<file path="config.mk">
export PLATFORM = sky130hd
export DESIGN_NAME = read_pointer
export DESIGN_NICKNAME = d
export VERILOG_FILES = /design/src/rtl/fifo_pkg.sv /design/src/rtl/gray_sync.sv /design/src/rtl/read_pointer.sv
export SDC_FILE = /design/constraint.sdc
export NUM_CORES = 1
export LEC_CHECK = 0
export CORE_MARGIN = 5
export CORE_UTILIZATION = 54
export CTS_BUF_LIST = sky130_fd_sc_hd__clkbuf_8
export CTS_CLUSTER_SIZE = 16
export DETAILED_ROUTE_END_ITERATION = 10
export PLACE_DENSITY = 0.85
export SLEW_MARGIN = 20
export SYNTH_ARGS = -nofsm -noshare
export SYNTH_HDL_FRONTEND = slang
export SYNTH_SLANG_ARGS = --single-unit
</file>
<file path="constraint.sdc">
create_clock -name rclock -period 4.56 [get_ports rclock]
set_clock_uncertainty 0.15 [all_clocks]
set_input_delay 0.456 -clock rclock [delete_from_list [all_inputs] [get_ports rclock]]
set_output_delay 0.456 -clock rclock [all_outputs]
set_load 0.005 [all_outputs]
</file>
<file path="src/rtl/fifo_pkg.sv">
// fifo_pkg: shared FIFO pointer defaults and Gray/binary conversion helpers
package fifo_pkg;
  localparam int unsigned PTR_WIDTH_DEF = 3;
  // Callers zero-extend narrower pointers; the results stay correct at any width.
  function automatic logic [31:0] bin2gray(input logic [31:0] b);
    return b ^ (b >> 1);
  endfunction
  function automatic logic [31:0] gray2bin(input logic [31:0] g);
    logic [31:0] b;
    b = g;
    for (int i = 30; i >= 0; i--) b[i] = b[i+1] ^ g[i];
    return b;
  endfunction
endpackage

</file>
<file path="src/rtl/gray_sync.sv">
// gray_sync: multi-flop synchroniser chain for a Gray-coded pointer
module gray_sync #(
  parameter int unsigned WIDTH  = 4,
  parameter int unsigned STAGES = 2
) (
  input  logic             rclock,
  input  logic             rreset,
  input  logic [WIDTH-1:0] i_d,
  output logic [WIDTH-1:0] o_q
);
  logic [STAGES-1:0][WIDTH-1:0] r_sync;
  // Shift the pointer through the chain; the oldest stage is the synchronised value.
  always_ff @(posedge rclock)
    if (!rreset) r_sync <= '0;
    else r_sync <= {r_sync[STAGES-2:0], i_d};
  assign o_q = r_sync[STAGES-1];
endmodule

</file>
<file path="src/rtl/read_pointer.sv">
// read_pointer: async FIFO read-domain pointers and flags; READ_POINTER_UNDERFLOW_EN adds a sticky underflow flag
module read_pointer
  import fifo_pkg::*;
#(
  parameter int unsigned PTR_WIDTH   = PTR_WIDTH_DEF,
  parameter int unsigned SYNC_STAGES = 2,
  parameter int unsigned AE_THRESH   = 1
) (
  input  logic               rclock,
  input  logic               rreset,
  input  logic               r_en,
  input  logic [PTR_WIDTH:0] gray_wptr,
  output logic [PTR_WIDTH:0] bin_rptr,
  output logic [PTR_WIDTH:0] gray_rptr,
  output logic               empty,
  output logic               almost_empty,
  output logic [PTR_WIDTH:0] rd_count
`ifdef READ_POINTER_UNDERFLOW_EN
  ,
  output logic               underflow
`endif
);
  localparam int unsigned W = PTR_WIDTH + 1;
  logic [PTR_WIDTH:0] r_bin_rptr, r_gray_rptr, r_rd_count;
  logic               r_empty, r_almost_empty;
  logic [PTR_WIDTH:0] w_wptr_sync, w_bin_next, w_gray_next, w_count_next;
  logic               w_rd_inc;
  gray_sync #(.WIDTH(W), .STAGES(SYNC_STAGES)) u_wsync (
    .rclock (rclock),
    .rreset (rreset),
    .i_d    (gray_wptr),
    .o_q    (w_wptr_sync)
  );
  // Next pointer state; occupancy is computed against the advanced pointer so the last read flags empty at once.
  always_comb begin
    w_rd_inc     = r_en & ~r_empty;
    w_bin_next   = r_bin_rptr + W'(w_rd_inc);
    w_gray_next  = W'(bin2gray(32'(w_bin_next)));
    w_count_next = W'(gray2bin(32'(w_wptr_sync))) - w_bin_next;
  end
  // Pointer and flag registers; a read while empty leaves everything unchanged.
  always_ff @(posedge rclock)
    if (!rreset) begin
      r_bin_rptr     <= '0;
      r_gray_rptr    <= '0;
      r_rd_count     <= '0;
      r_empty        <= 1'b1;
      r_almost_empty <= 1'b1;
    end else begin
      r_bin_rptr     <= w_bin_next;
      r_gray_rptr    <= w_gray_next;
      r_rd_count     <= w_count_next;
      r_empty        <= w_gray_next == w_wptr_sync;
      r_almost_empty <= 32'(w_count_next) <= AE_THRESH;
    end
`ifdef READ_POINTER_UNDERFLOW_EN
  logic r_underflow;
  // Sticky record of any read attempted while empty; only reset clears it.
  always_ff @(posedge rclock)
    if (!rreset) r_underflow <= 1'b0;
    else r_underflow <= r_underflow | (r_en & r_empty);
  assign underflow = r_underflow;
`endif
  assign bin_rptr     = r_bin_rptr;
  assign gray_rptr    = r_gray_rptr;
  assign empty        = r_empty;
  assign almost_empty = r_almost_empty;
  assign rd_count     = r_rd_count;
endmodule

</file>
# ---- After elaboration in Yosys (flattened, before gate mapping)
# Cells that the tools add are included.
dict set report classes {
  add_sub_neg 2
  order_cmp 1
  eq_ne 1
  n_bitwise 6
}
# operator count
set op_table {}
lappend op_table {{4-bit by 1-bit adder with 4-bit output} 1}
lappend op_table {{4-bit == test} 1}
lappend op_table {{4-bit by 1-bit less-or-equal comparator with 1-bit output (second input constant)} 1}
lappend op_table {{4-bit subtractor} 1}
lappend op_table {{4-bit by 3-bit bitwise XOR with 4-bit output} 1}
lappend op_table {{1-bit bitwise XOR} 3}
lappend op_table {{1-bit AND} 1}
lappend op_table {{1-bit inverter} 1}
dict set report word_totals {
  ff_bits 22
  input_bits 7
  word_cells 17
}

# ---- Depth between registers and ports, before layout
# Gate-level depths: netlist (run 1).
dict set report depth {
  word_depth 5
  depth_mapped 10
  mapped_depth_nobuf 10
}

# ---- Cells and area by module
# Synthesis (run 1) repeated with hierarchy kept, for this count alone.
dict set report hier_totals {
  cells_unflattened 84
  area_unflattened_um2 939.7
}
# mod n_inst cells_each area_each_um2
set modules_own_cells {}
lappend modules_own_cells {read_pointer 1 64 699.4}
lappend modules_own_cells {gray_sync 1 20 240.2}

# ---- Least setup slack after synthesis (run 1)
# No wires, ideal clock.
dict set report synth_path {
  path_type {input -> register}
  from {in r_en}
  to {reg r_rd_count[3], in the netlist rd_count[3]}
  setup_ps 116
  arrival_time_ps 2478
  required_time_ps 4294
  slack_ps 1816
  stages 10
  n_path_buf 0
  cell_sequence {nor2b_1 -> ha_1 -> ha_1 -> xor2_1 -> inv_1 -> ha_1 -> or3b_2 -> o311ai_4 -> xnor2_1 -> and2_2}
}
dict set report synth_between {
  elab_chain_cells 3
}
# element line
set synth_rtl {}
lappend synth_rtl {{start, declared} read_pointer.sv:11} ;# input logic r_en,
lappend synth_rtl {{1-bit AND} read_pointer.sv:36} ;# w_rd_inc = r_en & ~r_empty;
lappend synth_rtl {{4-bit by 1-bit adder with 4-bit output} read_pointer.sv:37} ;# w_bin_next = r_bin_rptr + W'(w_rd_inc);
lappend synth_rtl {{4-bit subtractor} read_pointer.sv:39} ;# w_count_next = W'(gray2bin(32'(w_wptr_sync))) - w_bin_next;
lappend synth_rtl {{end signal, assigned} read_pointer.sv:52} ;# r_rd_count <= w_count_next;
lappend synth_rtl {{end, declared} read_pointer.sv:24} ;# logic [PTR_WIDTH:0] r_bin_rptr, r_gray_rptr, r_rd_count;
# No other way between the ends.
# A chain may end at the register's enable or synchronous reset.

# ---- Worst setup path in the final report (run 1)
# Same ends and word-level chain as after synthesis.

==> impl_results.html, run 1 <==
<table>
<tr><th>Metric</th><th>Value</th></tr>
<tr><th colspan="2">Hold path</th></tr>
<tr><td>Launch point of the worst hold path</td><td>u_wsync.r_sync[3]</td></tr>
<tr><td>Type of the most critical hold path</td><td>reg2reg</td></tr>
<tr><td>Worst Hold End</td><td>u_wsync.o_q[3]</td></tr>
<tr><td>Instance count along the most critical hold path</td><td>1</td></tr>
<tr><th colspan="2">Synthesis</th></tr>
<tr><td>Compound-gate portion of the synthesized area</td><td>0.0671</td></tr>
<tr><td>Sequential share of the synthesized area</td><td>0.460</td></tr>
<tr><td>Register bit total from synthesis</td><td>21</td></tr>
<tr><td>Dominant combinational cell family by area after synthesis</td><td>XOR/XNOR gates</td></tr>
<tr><td>Share of synthesized cell area in full adder, half adder and majority cells</td><td>0.0685</td></tr>
<tr><td>Net count after synthesis</td><td>between 90 and 100</td></tr>
<tr><td>Synth Cell Area</td><td>913 sq um</td></tr>
<tr><td>Number of instances in the synthesized netlist</td><td>about 80</td></tr>
<tr><td>Unique cell type count in the Yosys netlist</td><td>21</td></tr>
<tr><td>Average instance area after synthesis</td><td>around 11 sq um</td></tr>
<tr><td>Synthesis warning total</td><td>0</td></tr>
<tr><td>Synthesized-area fraction occupied by xor and xnor cells</td><td>0.185</td></tr>
<tr><td>Multiplexer share of the synthesized area</td><td>0.0110</td></tr>
<tr><td>Area fraction in and, or, nand and nor cells after synthesis</td><td>0.171</td></tr>
<tr><th colspan="2">Timing</th></tr>
<tr><td>Pins Over Slew Limit</td><td>0</td></tr>
<tr><td>Max transition margin</td><td>0.638</td></tr>
<tr><td>Final Critical Period</td><td>approximately 3100 ps</td></tr>
<tr><td>FMAX</td><td>0.323 GHz</td></tr>
<tr><td>Setup violations, final</td><td>0</td></tr>
<tr><td>Number of endpoints with negative hold slack in the final report</td><td>0</td></tr>
<tr><td>Total negative slack</td><td>0 ps</td></tr>
<tr><td>Setup repair after global routing missed its margin</td><td>no</td></tr>
<tr><td>Transition time at the pin with the least slew margin</td><td>541 ps</td></tr>
<tr><td>Final worst-path cycle share</td><td>0.678</td></tr>
<tr><th colspan="2">Routing</th></tr>
<tr><td>Via count</td><td>585</td></tr>
<tr><td>Total length of routed wires</td><td>between 1 and 1.5 mm</td></tr>
<tr><td>Violation count after the first detailed-route iteration</td><td>3</td></tr>
<tr><td>Residual DRC</td><td>0</td></tr>
<tr><td>Length of the first detailed-routing pass in iterations</td><td>2</td></tr>
<tr><td>Via density per instance</td><td>about 5.0</td></tr>
<tr><td>Wire length per cell after detailed routing</td><td>approximately 12 microns</td></tr>
<tr><td>Antenna viol nets, final</td><td>0</td></tr>
<tr><th colspan="2">Pwr</th></tr>
<tr><td>Lkg Pwr</td><td>~0.52 nW</td></tr>
<tr><td>Total power</td><td>just over 0.4 mW</td></tr>
<tr><td>Power per Cell Area</td><td>349 nW/um^2</td></tr>
<tr><td>Worst voltage drop across the vdd grid</td><td>0.300 mV</td></tr>
<tr><th colspan="2">Clock tree</th></tr>
<tr><td>Clock transition at the registers of the reported paths</td><td>around 70 ps</td></tr>
<tr><td>Maximum level of the CTS H-tree</td><td>1</td></tr>
<tr><td>Num CTS Buffers</td><td>3</td></tr>
<tr><td>Clock tree from TritonCTS</td><td>built</td></tr>
<tr><td>Count of instances resized after the clock tree is built</td><td>0</td></tr>
<tr><td>Clock tree root driver cell</td><td>clkbuf_8</td></tr>
<tr><td>CTS Hold Buffers Added</td><td>0</td></tr>
<tr><td>Latest clock arrival within the worst-skew pair</td><td>around 250 ps</td></tr>
<tr><td>CTS sink count</td><td>21</td></tr>
<tr><td>Number of buffers added for setup after CTS</td><td>0</td></tr>
<tr><td>Number of buffers between clock root and the deepest sink</td><td>2</td></tr>
<tr><th colspan="2">Floorplan</th></tr>
<tr><td>Initial standard-cell utilization of the core</td><td>0.586</td></tr>
<tr><td>Core region area</td><td>1560 sq um</td></tr>
<tr><td>Die area</td><td>roughly 2600 sq um</td></tr>
<tr><td>Vert. Die Dim</td><td>between 50 and 60 microns</td></tr>
<tr><td>Number of top-level pins</td><td>21</td></tr>
<tr><td>Overall die width</td><td>around 51 microns</td></tr>
<tr><td>Number of placement rows</td><td>14</td></tr>
<tr><th colspan="2">Global route</th></tr>
<tr><td>First-pass GRT wire length</td><td>between 2 and 2.5 mm</td></tr>
<tr><td>Number of antenna violations at the first check in global routing</td><td>0</td></tr>
<tr><td>Pin count of the biggest net entering global routing</td><td>22</td></tr>
<tr><td>Global route total overflow</td><td>0</td></tr>
<tr><td>Number of global-route vias before repair</td><td>between 500 and 600</td></tr>
<tr><td>Overall Global Routing Usage</td><td>0.120</td></tr>
<tr><th colspan="2">Worst setup path</th></tr>
<tr><td>Depth of the worst register-to-register path</td><td>10</td></tr>
<tr><td>Startpoint type of the worst setup path</td><td>input pin</td></tr>
<tr><td>Worst Path Class, Setup</td><td>in2reg</td></tr>
<tr><td>Buffers &amp; Inverters on Critical Path</td><td>2</td></tr>
<tr><td>R2r endpoint</td><td>rd_count[3]</td></tr>
<tr><td>Cell repeated most along the worst path</td><td>ha_1</td></tr>
<tr><td>Critical-path cell list</td><td>clkdlybuf4s50_1 &gt; nor2b_1 &gt; ha_1 &gt; ha_1 &gt; xor2_1 &gt; inv_1 &gt; ha_1 &gt; or3b_2 &gt; o311ai_4 &gt; xnor2_1 &gt; and2_2</td></tr>
<tr><td>Sort of element at the end of the critical path</td><td>flip-flop</td></tr>
<tr><td>Crit path largest cell delay</td><td>about 470 ps</td></tr>
<tr><td>Required time at the endpoint of the critical path</td><td>4560 ps</td></tr>
<tr><td>Cell family contributing the most delay on the critical path</td><td>simple AND/OR/NAND/NOR gates</td></tr>
<tr><td>Worst flop-to-flop path startpoint</td><td>empty</td></tr>
<tr><td>Register-to-register path setup slack</td><td>about 1800 ps</td></tr>
<tr><td>Slowest stage cell, crit path</td><td>or3b_2</td></tr>
<tr><td>Critical path fanouts, max</td><td>4</td></tr>
<tr><td>Arrival time reported for the critical path endpoint</td><td>about 3000 ps</td></tr>
<tr><th colspan="2">Placed design</th></tr>
<tr><td>Weighted congestion at the end of routability-driven global placement</td><td>0.719</td></tr>
<tr><td>Number of buffer cells added on primary ports</td><td>20</td></tr>
<tr><td>Hpwl dp</td><td>approximately 1.1 mm</td></tr>
<tr><th colspan="2">Cells and area</th></tr>
<tr><td>ANT cells</td><td>0</td></tr>
<tr><td>Fill cell instance count of the final layout</td><td>108</td></tr>
<tr><td>Most common cell after layout, fill and taps aside</td><td>dfxtp_1</td></tr>
<tr><td>Area growth, synth to finish</td><td>27.0%</td></tr>
<tr><td>Total area of multi-input combinational cells</td><td>approximately 460 sq um</td></tr>
<tr><td>Fin nets</td><td>between 100 and 150</td></tr>
<tr><td>FF/Latch Area</td><td>around 420 sq um</td></tr>
<tr><td>Most frequent cells in the layout</td><td>dfxtp_1 (21), clkdlybuf4s50_1 (20), and2_1 (18)</td></tr>
<tr><td>Fraction of layout cells with a size suffix above 1</td><td>0.0792</td></tr>
<tr><th colspan="2">Run</th></tr>
<tr><td>Max-cap violations</td><td>0</td></tr>
<tr><th colspan="2">Run status</th></tr>
<tr><td>Outcome</td><td>completed</td></tr>
</table>
==> final cells by class <==
| class | instances | share of cell area |
|---|---|---|
| inverter | 4 | 0.0129 |
| sequential | 21 | 0.362 |
| clock inverter | 1 | 0.00324 |
| clock buffer | 3 | 0.0356 |
| timing repair buffer | 20 | 0.173 |
| tap | 16 | 0.0173 |
| multi-input combinational | 52 | 0.396 |
==> cell families (layout without fill, tap and decap cells) <==
family,Yosys count,after routing
AND/OR/NAND/NOR,25,25
AO/OA/AOI/OAI,5,5
buffers and inverters,8,28
flip-flops,21,21
adder cells (fa/ha/maj),5,5
XOR/XNOR,16,16
multiplexers,1,1
==> registers in the layout (all words and copies together) (netlist names) <==
signal	count
almost_empty	1
rd_count	4
gray_rptr	3
u_wsync.r_sync	4
empty	1
bin_rptr	4
u_wsync.o_q	4
==> routing by layer <==
metal  vias up  share of wire  global-route usage
met5         -              0                   0
met4         0          0.016              0.0583
met3         2          0.056              0.0291
met2        14           0.51               0.227
met1       272           0.42               0.122
li1        297              -                   -
==> synth_stat cells <==
cell | number | area [sq um]
dfxtp_1 | 21 | 420
and2_1 | 18 | 113
xor2_1 | 8 | 70.1
xnor2_1 | 6 | 52.6
ha_1 | 5 | 62.6
inv_1 | 4 | 15.0
clkbuf_1 | 3 | 11.3
nor2b_1 | 3 | 18.8
a21boi_0 | 1 | 7.51
and2_2 | 1 | 7.51
buf_4 | 1 | 7.51
mux2i_1 | 1 | 10.0
nand3_1 | 1 | 5.00
nor2_1 | 1 | 3.75
o21bai_1 | 1 | 7.51
o311ai_4 | 1 | 26.3
o31ai_1 | 1 | 7.51
o31ai_2 | 1 | 12.5
or3b_2 | 1 | 8.76
xnor3_1 | 1 | 22.5
xnor3_2 | 1 | 23.8
==> through the flow <==
| stage | std cells | setup WS, ps | hold WS, ps | instance area (sq um) | utilization |
|---|---|---|---|---|---|
| 2_1_floorplan | 81 | 1820 | 262 | 913 | - |
| 3_3_place_gp | 113 | 1270 | 265 | 1110 | 0.715 |
| 3_5_place_dp | 113 | 1180 | 274 | 1110 | 0.715 |
| 4_1_cts | 117 | 1420 | 291 | 1160 | 0.744 |
| 5_1_grt | 117 | 1270 | 310 | 1160 | 0.744 |
| 6_report | 117 | 1470 | 287 | 1160 | 0.744 |
==> power by group <==
group / internal, mW / switching (mW) / total (mW) / leakage, nW
clock: 0.0598 / 0.0542 / 0.114 / 0.0269
sequential: 0.199 / 0.00556 / 0.204 / 0.173
combinational: 0.0524 / 0.0339 / 0.0863 / 0.316
==> how the worst max path moves through the flow <==
stage / start / end / cells past startpoint
2_1_floorplan: r_en / rd_count[3] / 10
3_3_place_gp: r_en / rd_count[3] / 11
3_5_place_dp: r_en / rd_count[3] / 11
4_1_cts: r_en / rd_count[3] / 11
5_1_grt: r_en / rd_count[3] / 11
6_report: r_en / rd_count[3] / 11
(Power assumes the default switching activity.)
==> run 2, diff against run 1 <==
- CORE_UTILIZATION: 54 -> 50
- PLACE_DENSITY: 0.85 -> 0.8
- clock period: 4.56 -> 2.95 ns (I/O delays scaled with it)
==> impl_results.html, run 2 (synthesis results as in run 1) <==
<table>
<tr><th>Metric</th><th>Value</th></tr>
<tr><th colspan="2">Run status</th></tr>
<tr><td>Outcome</td><td>completed</td></tr>
<tr><th colspan="2">Timing</th></tr>
<tr><td>Transition time at the pin with the least slew margin</td><td>533 ps (-8.46 ps)</td></tr>
<tr><td>FMAX</td><td>0.362 GHz</td></tr>
<tr><td>Setup violations, final</td><td>0 (unchanged)</td></tr>
<tr><td>Final critical-path setup slack</td><td>191 ps (-1280 ps)</td></tr>
<tr><td>Number of endpoints with negative hold slack in the final report</td><td>0 (unchanged)</td></tr>
<tr><td>Final Critical Period</td><td>between 2000 and 3000 ps</td></tr>
<tr><td>Pins Over Slew Limit</td><td>0 (unchanged)</td></tr>
<tr><td>Setup repair after global routing missed its margin</td><td>no</td></tr>
<tr><td>Total negative slack</td><td>0 ps (unchanged)</td></tr>
<tr><td>Final worst-path cycle share</td><td>0.935</td></tr>
<tr><td>Max transition margin</td><td>0.644 (+0.00566)</td></tr>
<tr><th colspan="2">Global route</th></tr>
<tr><td>Global route total overflow</td><td>0 (unchanged)</td></tr>
<tr><td>Number of global-route vias before repair</td><td>609 (+6.1%)</td></tr>
<tr><td>Busiest layer in global routing</td><td>met2</td></tr>
<tr><td>Met1 Resource Use GR</td><td>0.132 (+0.0105)</td></tr>
<tr><td>First-pass GRT wire length</td><td>2.57 mm (+8.5%)</td></tr>
<tr><td>Met3 layer usage reported by global route</td><td>0.0427 (+0.0137)</td></tr>
<tr><td>M2 GR Usage</td><td>0.231 (+0.00394)</td></tr>
<tr><td>Pin count of the biggest net entering global routing</td><td>22 (unchanged)</td></tr>
<tr><td>Overall Global Routing Usage</td><td>0.133 (+0.0127)</td></tr>
<tr><td>Number of antenna violations at the first check in global routing</td><td>0 (unchanged)</td></tr>
<tr><th colspan="2">Cells and area</th></tr>
<tr><td>ANT cells</td><td>0 (unchanged)</td></tr>
<tr><td>Total area of multi-input combinational cells</td><td>459 sq um (unchanged)</td></tr>
<tr><td>Fraction of layout cells with a size suffix above 1</td><td>0.0971 (+0.0179)</td></tr>
<tr><td>Area growth, synth to finish</td><td>29.9%</td></tr>
<tr><td>Most frequent cells in the layout</td><td>dfxtp_1 (21), clkdlybuf4s50_1 (20), and2_1 (18)</td></tr>
<tr><td>Fin nets</td><td>116 (+1.8%)</td></tr>
<tr><td>FF/Latch Area</td><td>420 sq um (unchanged)</td></tr>
<tr><td>Non-filler instance count after layout</td><td>128 (+9.4%)</td></tr>
<tr><td>Most common cell after layout, fill and taps aside</td><td>dfxtp_1</td></tr>
<tr><td>Fill cell instance count of the final layout</td><td>149 (+38%)</td></tr>
<tr><th colspan="2">Floorplan</th></tr>
<tr><td>Number of top-level pins</td><td>21 (unchanged)</td></tr>
<tr><td>Number of placement rows</td><td>15 (+1)</td></tr>
<tr><td>Vert. Die Dim</td><td>52.7 microns (+3.2%)</td></tr>
<tr><td>Overall die width</td><td>52.7 microns (+3.2%)</td></tr>
<tr><td>Die area</td><td>2780 sq um (+6.4%)</td></tr>
<tr><td>Initial standard-cell utilization of the core</td><td>0.529 (-0.0569)</td></tr>
<tr><td>Core region area</td><td>1730 sq um (+11%)</td></tr>
<tr><th colspan="2">Routing</th></tr>
<tr><td>Via density per instance</td><td>4.61 (-7.8%)</td></tr>
<tr><td>Violation count after the first detailed-route iteration</td><td>2 (-1)</td></tr>
<tr><td>Length of the first detailed-routing pass in iterations</td><td>3 (+1)</td></tr>
<tr><td>Antenna viol nets, final</td><td>0 (unchanged)</td></tr>
<tr><td>Residual DRC</td><td>0 (unchanged)</td></tr>
<tr><td>Wire length per cell after detailed routing</td><td>11.2 microns (-6.0%)</td></tr>
<tr><td>Total length of routed wires</td><td>1.44 mm (+2.9%)</td></tr>
<tr><td>Via count</td><td>590 (+0.85%)</td></tr>
<tr><th colspan="2">Hold path</th></tr>
<tr><td>Instance count along the most critical hold path</td><td>1 (unchanged)</td></tr>
<tr><td>Type of the most critical hold path</td><td>reg2reg</td></tr>
<tr><td>Worst Hold End</td><td>u_wsync.o_q[2]</td></tr>
<tr><td>Launch point of the worst hold path</td><td>u_wsync.r_sync[2]</td></tr>
<tr><th colspan="2">Worst setup path</th></tr>
<tr><td>Arrival time reported for the critical path endpoint</td><td>2760 ps (-330 ps)</td></tr>
<tr><td>Sort of element at the end of the critical path</td><td>flip-flop</td></tr>
<tr><td>R2r endpoint</td><td>rd_count[3]</td></tr>
<tr><td>Worst flop-to-flop path startpoint</td><td>empty</td></tr>
<tr><td>Startpoint type of the worst setup path</td><td>input pin</td></tr>
<tr><td>Worst Path Class, Setup</td><td>in2reg</td></tr>
<tr><td>Critical path fanouts, max</td><td>3 (-1)</td></tr>
<tr><td>Register-to-register path setup slack</td><td>390 ps (-1440 ps)</td></tr>
<tr><td>Depth of the worst register-to-register path</td><td>10 (unchanged)</td></tr>
<tr><td>Required time at the endpoint of the critical path</td><td>2950 ps (-1610 ps)</td></tr>
<tr><th colspan="2">Placed design</th></tr>
<tr><td>Weighted congestion at the end of routability-driven global placement</td><td>0.733 (+2.0%)</td></tr>
<tr><td>Number of buffer cells added on primary ports</td><td>20 (unchanged)</td></tr>
<tr><td>Post-Place Cells</td><td>124 (+9.7%)</td></tr>
<tr><td>DP Worst Slack</td><td>-75.4 ps (-1260 ps)</td></tr>
<tr><td>Hpwl dp</td><td>1.12 mm (+3.5%)</td></tr>
<tr><th colspan="2">Clock tree</th></tr>
<tr><td>Number of buffers between clock root and the deepest sink</td><td>2 (unchanged)</td></tr>
<tr><td>CTS sink count</td><td>21 (unchanged)</td></tr>
<tr><td>Maximum level of the CTS H-tree</td><td>1 (unchanged)</td></tr>
<tr><td>Number of buffers added for setup after CTS</td><td>0 (unchanged)</td></tr>
<tr><td>Latest clock arrival within the worst-skew pair</td><td>250 ps (about the same)</td></tr>
<tr><td>Clock transition at the registers of the reported paths</td><td>70 ps (about the same)</td></tr>
<tr><td>Count of instances resized after the clock tree is built</td><td>0 (unchanged)</td></tr>
<tr><td>Clock tree from TritonCTS</td><td>built</td></tr>
<tr><td>CTS Hold Buffers Added</td><td>0 (unchanged)</td></tr>
<tr><td>Clock tree root driver cell</td><td>clkbuf_8</td></tr>
<tr><td>Num CTS Buffers</td><td>3 (unchanged)</td></tr>
<tr><th colspan="2">Run</th></tr>
<tr><td>Max-cap violations</td><td>0 (unchanged)</td></tr>
<tr><th colspan="2">Pwr</th></tr>
<tr><td>Worst voltage drop across the vdd grid</td><td>0.379 mV (+26%)</td></tr>
<tr><td>Lkg Pwr</td><td>0.527 nW (+2.1%)</td></tr>
<tr><td>Power per Cell Area</td><td>527 nW/um^2 (+51%)</td></tr>
</table>
## run 2: cell count changes in the layout (fill, tap and decap cells not counted), sizes merged
cell / delta
buf: +2
## run 2: layout make-up
class | count | share of cell area
Multi-Input combinational cell | 52 | 0.387
Sequential cell | 21 | 0.354
Timing Repair Buffer | 22 | 0.181
Clock buffer | 3 | 0.0348
Tap cell | 25 | 0.0264
Inverter | 4 | 0.0127
Clock inverter | 1 | 0.00316
## run 2: worst max-delay path by stage
stage          depth (start not counted)           to  slack, ps  from
2_1_floorplan                         10  rd_count[3]        370  r_en
3_3_place_gp                          11  rd_count[3]        -20  r_en
3_5_place_dp                          11  rd_count[3]        -80  r_en
4_1_cts                               11  rd_count[3]        180  r_en
5_1_grt                               11  rd_count[3]         80  r_en
6_report                              11  rd_count[3]        190  r_en
## run 2: through the flow
step / hold WS [ps] / utilization / area, sq um / power (mW)
global placement: 265 / 0.661 / 1140 / 0.454
floorplan: 262 / - / 913 / 0.400
CTS: 293 / 0.687 / 1190 / 0.637
global route: 304 / 0.687 / 1190 / 0.666
detailed placement: 276 / 0.661 / 1140 / 0.457
finish: 288 / 0.687 / 1190 / 0.626
## run 2: metal layers
| metal | vias to the layer above | share of wire |
|---|---|---|
| met5 | - | 0 |
| met4 | 0 | 0.029 |
| met3 | 4 | 0.058 |
| met2 | 17 | 0.49 |
| met1 | 269 | 0.42 |
| li1 | 300 | - |
## run 2: report_power, final
group	internal, mW	switching [mW]
clock network	0.0925	0.0848
registers	0.307	0.00841
logic	0.0811	0.0517
## run 2: worst max-delay path: stages
cell,delay [ps]
clkdlybuf4s50_1,450
nor2b_1,130
ha_1,200
ha_1,200
xor2_1,230
inv_1,70
ha_1,290
or3b_2,480
o311ai_4,100
xnor2_1,120
and2_2,190
==> run 3, diff against run 2 <==
- CTS_CLUSTER_SIZE: 16 -> unset
==> results of run 3 <==
The final DEF is identical to that of run 2; final timing and power are the same.
